<file path="config.mk">
export PLATFORM = sky130hd
export DESIGN_NAME = kill_dispatch
export DESIGN_NICKNAME = d
export VERILOG_FILES = /design/src/rtl/kill_dispatch_pkg.sv /design/src/rtl/kill_dispatch.sv
export SDC_FILE = /design/constraint.sdc
export NUM_CORES = 1
export LEC_CHECK = 0
export ABC_AREA = 1
export ABC_CLOCK_PERIOD_IN_PS = 27200
export CAP_MARGIN = 20
export CORE_MARGIN = 10
export CORE_UTILIZATION = 35
export CTS_CLUSTER_SIZE = 20
export DETAILED_ROUTE_END_ITERATION = 8
export PLACE_DENSITY = 0.57
export SLEW_MARGIN = 30
export SYNTH_ARGS = -nofsm -noshare
export SYNTH_HDL_FRONTEND = slang
export SYNTH_SLANG_ARGS = --single-unit
</file>
<file path="constraint.sdc">
create_clock -name i_clk -period 27.2 [get_ports i_clk]
set_input_delay 5.44 -clock i_clk [delete_from_list [all_inputs] [get_ports i_clk]]
set_output_delay 5.44 -clock i_clk [all_outputs]
set_load 0.01 [all_outputs]
</file>
<file path="src/rtl/kill_dispatch_pkg.sv">
// Shared definitions for the kill-search dispatcher.
//   - Board geometry: 15 x 15 cells, cell index = row*15 + col.
//   - Cell codes: EMPTY / BLACK / WHITE, 2 bits per cell.
//   - board_t: packed snapshot of all 225 cells handed to the search chain.
//   - state_e: dispatcher control states.
package kill_dispatch_pkg;

    localparam int BOARD_DIM   = 15;
    localparam int BOARD_CELLS = BOARD_DIM * BOARD_DIM;

    // Highest legal cell index and the stone-count ceiling.
    localparam logic [7:0] POS_MAX = 8'(BOARD_CELLS - 1);
    localparam logic [7:0] CNT_MAX = 8'(BOARD_CELLS);

    typedef enum logic [1:0] {
        EMPTY = 2'd0,
        BLACK = 2'd1,
        WHITE = 2'd2
    } cell_e;

    // Element i holds the 2-bit code of cell i.
    typedef logic [BOARD_CELLS-1:0][1:0] board_t;

    typedef enum logic [1:0] {
        IDLE   = 2'd0,
        LAUNCH = 2'd1,
        WAIT   = 2'd2,
        DONE   = 2'd3
    } state_e;

endpackage

</file>
<file path="src/rtl/kill_dispatch.sv">
// kill_dispatch: holds the game board, accepts moves while idle, and launches
// a kill search on an external chain, returning its verdict via a handshake.
//
// Ports
//   i_clk, i_rst        clock (rising edge), asynchronous active-high reset
//   i_clear             empty the board (honoured in IDLE only)
//   i_move_valid/pos/color, o_move_ready   move offer and acceptance
//   o_move_err          one-cycle pulse after an accepted but illegal move
//   o_stone_cnt         stones on the board
//   i_query             start a search on the current board
//   o_board, o_depth    board snapshot and depth for the chain
//   o_start             one-cycle launch pulse
//   i_finish, i_sha     chain done / kill found
//   o_valid, i_ready    result handshake
//   o_sha, o_timeout    verdict: kill found / search abandoned
module kill_dispatch
    import kill_dispatch_pkg::*;
#(
    parameter int TIMEOUT_CYCLES = 1048576,
    parameter int SEARCH_DEPTH   = 8
) (
    input  logic       i_clk,
    input  logic       i_rst,
    input  logic       i_clear,
    input  logic       i_move_valid,
    input  logic [7:0] i_move_pos,
    input  logic [1:0] i_move_color,
    output logic       o_move_ready,
    output logic       o_move_err,
    output logic [7:0] o_stone_cnt,
    input  logic       i_query,
    output board_t     o_board,
    output logic [4:0] o_depth,
    output logic       o_start,
    input  logic       i_finish,
    input  logic       i_sha,
    output logic       o_valid,
    input  logic       i_ready,
    output logic       o_sha,
    output logic       o_timeout
);

    localparam int               CNT_W    = (TIMEOUT_CYCLES > 2) ? $clog2(TIMEOUT_CYCLES) : 1;
    localparam logic [CNT_W-1:0] CNT_LAST = CNT_W'(TIMEOUT_CYCLES - 1);

    state_e           state_q, state_d;
    board_t           board_q;
    logic [7:0]       stone_cnt_q;
    logic             err_q;
    logic [CNT_W-1:0] wait_cnt_q;
    logic             sha_q, timeout_q;

    logic move_acc, pos_ok, cell_free, move_ok, clear_go, timed_out, wait_end;

    assign move_acc  = i_move_valid & o_move_ready;
    assign pos_ok    = (i_move_pos <= POS_MAX);
    // Only look up the cell when the index is on the board.
    assign cell_free = pos_ok && (board_q[i_move_pos] == EMPTY);
    assign move_ok   = move_acc & cell_free & (i_move_color != EMPTY);
    assign clear_go  = (state_q == IDLE) & i_clear;
    assign timed_out = (wait_cnt_q == CNT_LAST);
    assign wait_end  = (state_q == WAIT) & (i_finish | timed_out);

    always_ff @(posedge i_clk or posedge i_rst) begin
        if (i_rst) state_q <= IDLE;
        else       state_q <= state_d;
    end

    // i_finish is only looked at in WAIT, so a level left over from the
    // previous run is harmless during LAUNCH.
    always_comb begin
        state_d      = state_q;
        o_move_ready = 1'b0;
        o_start      = 1'b0;
        o_valid      = 1'b0;
        case (state_q)
            IDLE: begin
                o_move_ready = ~i_clear;
                if (i_query) state_d = LAUNCH;
            end
            LAUNCH: begin
                o_start = 1'b1;
                state_d = WAIT;
            end
            WAIT: begin
                if (i_finish | timed_out) state_d = DONE;
            end
            DONE: begin
                o_valid = 1'b1;
                if (i_ready) state_d = IDLE;
            end
            default: state_d = IDLE;
        endcase
    end

    // Clear beats a simultaneous move (o_move_ready is low while clearing).
    // The board can only change in IDLE, so it is stable for the whole search.
    always_ff @(posedge i_clk or posedge i_rst) begin
        if (i_rst) begin
            board_q     <= '0;
            stone_cnt_q <= '0;
        end else if (clear_go) begin
            board_q     <= '0;
            stone_cnt_q <= '0;
        end else if (move_ok) begin
            board_q[i_move_pos] <= i_move_color;
            if (stone_cnt_q != CNT_MAX) stone_cnt_q <= stone_cnt_q + 8'd1;
        end
    end

    always_ff @(posedge i_clk or posedge i_rst) begin
        if (i_rst) err_q <= 1'b0;
        else       err_q <= move_acc & ~move_ok;
    end

    // Counter is zero on WAIT entry and counts WAIT cycles.
    always_ff @(posedge i_clk or posedge i_rst) begin
        if (i_rst)                  wait_cnt_q <= '0;
        else if (state_q == WAIT)   wait_cnt_q <= wait_cnt_q + 1'b1;
        else                        wait_cnt_q <= '0;
    end

    // Finish wins over a coincident timeout.
    always_ff @(posedge i_clk or posedge i_rst) begin
        if (i_rst) begin
            sha_q     <= 1'b0;
            timeout_q <= 1'b0;
        end else if (wait_end) begin
            sha_q     <= i_finish & i_sha;
            timeout_q <= ~i_finish;
        end
    end

    assign o_board     = board_q;
    assign o_depth     = 5'(SEARCH_DEPTH);
    assign o_stone_cnt = stone_cnt_q;
    assign o_move_err  = err_q;
    assign o_sha       = sha_q;
    assign o_timeout   = timeout_q;

endmodule
</file>
==> flow_summary_export.csv <==
group,metric,value,unit
status,outcome,"finished, final reports clean",
floorplanning,core-area,76100,um2
clock_network,postCtsSetupRepairBufs,0,
timing,setup_tns,0,ps
synthesis,synth_top_cell_area_share,0.449,
floorplanning,fp.dieH,297,um
route,routed_wl,118000,um
global_route,grt_pass1_wl,175000,um
pwr,p_leak,17.8,nW
critical_path,path_max_fanout,2,
global_route,track_usage,0.257,
timing,rsz0062_at_grt,"no",
clock_network,cts_sinks,483,
critical_path,critical_path_class,"in2out",
critical_path,cp_slowest_cell,"clkdlybuf4s50_1",
route,viasPerCell,5.02,
synthesis,synthArstFlopShare,1.00,
synthesis,yosysTopAreaCell,"dfrtp_1",
timing,fmax,82.8,MHz
cells_and_area,layout-drive-gt1-share,0.0367,
timing,finalSetupViolations,0,
clock_network,clkTransAtPathRegs,50,ps
critical_path,crit_top_cell,"clkdlybuf4s50_1",
route,ant_nets,0,
timing,slew_violations,0,
timing,maxSlewHeadroom,0.314,
clock_network,cts-root-buf,"clkbuf_16",
synthesis,synthCells,4149,
synthesis,yosys.cell_types.count,35,
global_route,overflow,0,
critical_path,arrival,6630,ps
cells_and_area,areaGrowthSynthToFinish,28.0,%
cells_and_area,postLayoutCoreUtil,0.453,
cells_and_area,stdcell_count,5581,
synthesis,ys_top_cells_by_area,"dfrtp_1 45%, nand2_1 30%, nand3_1 10%",
timing,final.period_utilization,0.444,
global_route,antenna_found_initial,3,
synthesis,synthTopCellsByCount,"2140 x nand2_1, 560 x nand3_1, 483 x dfrtp_1",
cells_and_area,fillers,7903,
hold_path,hold_class,"reg2reg",
job,drv_cap,0,
timing,timing_hold_violations_final,0,
cells_and_area,diodes,0,
clock_network,htree_levels,2,
placed_design,hpwlAfterDp,77200,um
synthesis,yosysMostFrequentCell,"nand2_1",
synthesis,avgSynthCellArea,6.50,um2
global_route,grt_pass1_vias,26100,
synthesis,synth_edf_count,0,
clock_network,cts_inserted_buffers,57,
route,vias,28000,
clock_network,tritoncts,"built",
global_route,grt_max_degree,207,
synthesis,yosys_register_bits,483,
critical_path,crit_path_start_kind,"input port",
floorplanning,dieArea,88500,um2
critical_path,cp.required,21760,ps
clock_network,post_cts_resized,0,
critical_path,worstSetupEndpointType,"output pin",
route,drcViolationCount,0,
route,drt-initial-drc-count,2274,
placed_design,dp_slack,15120,ps
critical_path,cpPeakStageDelay,570,ps
clock_network,cts_hold_buf,0,
floorplanning,rows,101,
pwr,p_per_area,52.8,nW/um2
synthesis,synthFlopType,"dfrtp_1",
route,drt_pass1_iterations,5,
clock_network,clockBufferDepth,3,
timing,fin_crit,12070,ps
placed_design,io_buffer_count,481,
placed_design,dp_cells,5475,
pwr,ir_worst_vdd,0.0000579,V
timing,clock_skew,31.6,ps
pwr,p_total,1.82,mW
cells_and_area,layout.nets,4532,
critical_path,crit_chain,"clkdlybuf4s50_1 > nor2_1 > clkdlybuf4s50_1",
floorplanning,io_pins,487,
synthesis,yosysSeqAreaShare,0.449,
timing,worst_slack,15130,ps
route,wl_per_cell,21.2,um
clock_network,clock_latency,630,ps
floorplanning,die_x,297,um
placed_design,place_congestion,0.829,
synthesis,yosys_warnings,0,
timing,worstMarginPinSlew,1030,ps
synthesis,syn-cell-area,26900,um2
floorplanning,initial_utilization,0.354,
==> power breakdown <==
group          internal, mW  switching, mW  leakage [nW]  total, mW
combinational        0.0483          0.232          10.1      0.281
clock                 0.476          0.327         0.964      0.803
sequential            0.727         0.0100          6.74      0.737
total                  1.25          0.569          17.8       1.82
==> flip-flops by register name, indices dropped and copies added (netlist names) <==
name and flops:
wait_cnt_q 20, o_stone_cnt 8, o_sha 1, state_q 2, o_move_err 1, o_timeout 1, o_board 450
==> area by class of cell <==
type                       count  area (um2)  share of cell area
inverter                     301        1150              0.0333
multi-input combinational   3131       12700               0.370
sequential                   483       12100               0.350
timing repair buffer         532        5300               0.154
clock buffer                  85        1700              0.0493
tap                         1030        1290              0.0374
clock inverter                19         228             0.00660
==> per-layer routing <==
metal,global-route usage,up-vias,share of wire,wire length [um]
met5,0,-,0.00041,48
met1,0.337,13300,0.42,49800
li1,-,13500,-,-
met3,0.0575,166,0.082,9760
met4,0.0728,6,0.029,3410
met2,0.419,1008,0.47,55300
==> placed cells by master, fill, tap and decap left out, types with 3 or more instances in the layout <==
cell / synthesis / routed
nand2_1: 2140 / 2138
buf_16: 0 / 3
clkdlybuf4s50_1: 0 / 479
clkinv_1: 218 / 220
buf_4: 8 / 44
nor3_1: 9 / 9
conb_1: 2 / 5
inv_2: 4 / 4
o21ai_0: 10 / 10
nand3_1: 560 / 560
clkbuf_8: 0 / 17
inv_1: 79 / 73
ha_1: 8 / 8
nor2_4: 0 / 7
nand4_1: 6 / 6
a21oi_1: 14 / 14
nor2_1: 346 / 339
dfrtp_1: 483 / 483
clkbuf_1: 143 / 11
clkinv_2: 0 / 12
o21ai_1: 7 / 7
a31oi_1: 4 / 4
bufinv_16: 0 / 5
inv_6: 0 / 3
clkbuf_16: 0 / 57
buf_6: 11 / 3
xor2_1: 6 / 6
==> through the flow <==
stage | instance area (um2) | hold WS [ps]
finish | 34500 | 471
global route | 34500 | 502
CTS | 34400 | 472
detailed placement | 32500 | 463
global placement | 32500 | 455
floorplan | 27000 | 433
==> worst paths after layout <==
kind	from	endpoint	slack [ps]	cells after the start
setup reg to reg	o_board[141]$_DFFE_PP0P_	o_board[124]$_DFFE_PP0P_	23540	19
max in group asynchronous	i_rst	o_board[346]$_DFFE_PP0P_	19930	4
setup / recovery	i_clear	o_move_ready	15130	3
hold / removal	wait_cnt_q[0]$_DFF_PP0_	wait_cnt_q[0]$_DFF_PP0_	470	1
min in group asynchronous	i_rst	wait_cnt_q[15]$_DFF_PP0_	5300	2
hold reg to reg	wait_cnt_q[0]$_DFF_PP0_	wait_cnt_q[0]$_DFF_PP0_	470	1
==> logic make-up after synthesis <==
| kind of cell | count (synthesis) | synth area share |
|---|---|---|
| AO/OA/AOI/OAI | 43 | 0.00891 |
| XOR/XNOR | 6 | 0.00195 |
| adder cells (fa/ha/maj) | 8 | 0.00371 |
| buffers and inverters | 538 | 0.0811 |
| flip-flops | 483 | 0.449 |
| other | 2 | 0.000279 |
| AND/OR/NAND/NOR | 3069 | 0.456 |
==> critical path, delay by kind of cell <==
family	cells	cell delay [ps]
buffers and inverters	2	1030
and+or+nand+nor	1	160
Note: power is estimated with default switching activity, not from simulation.
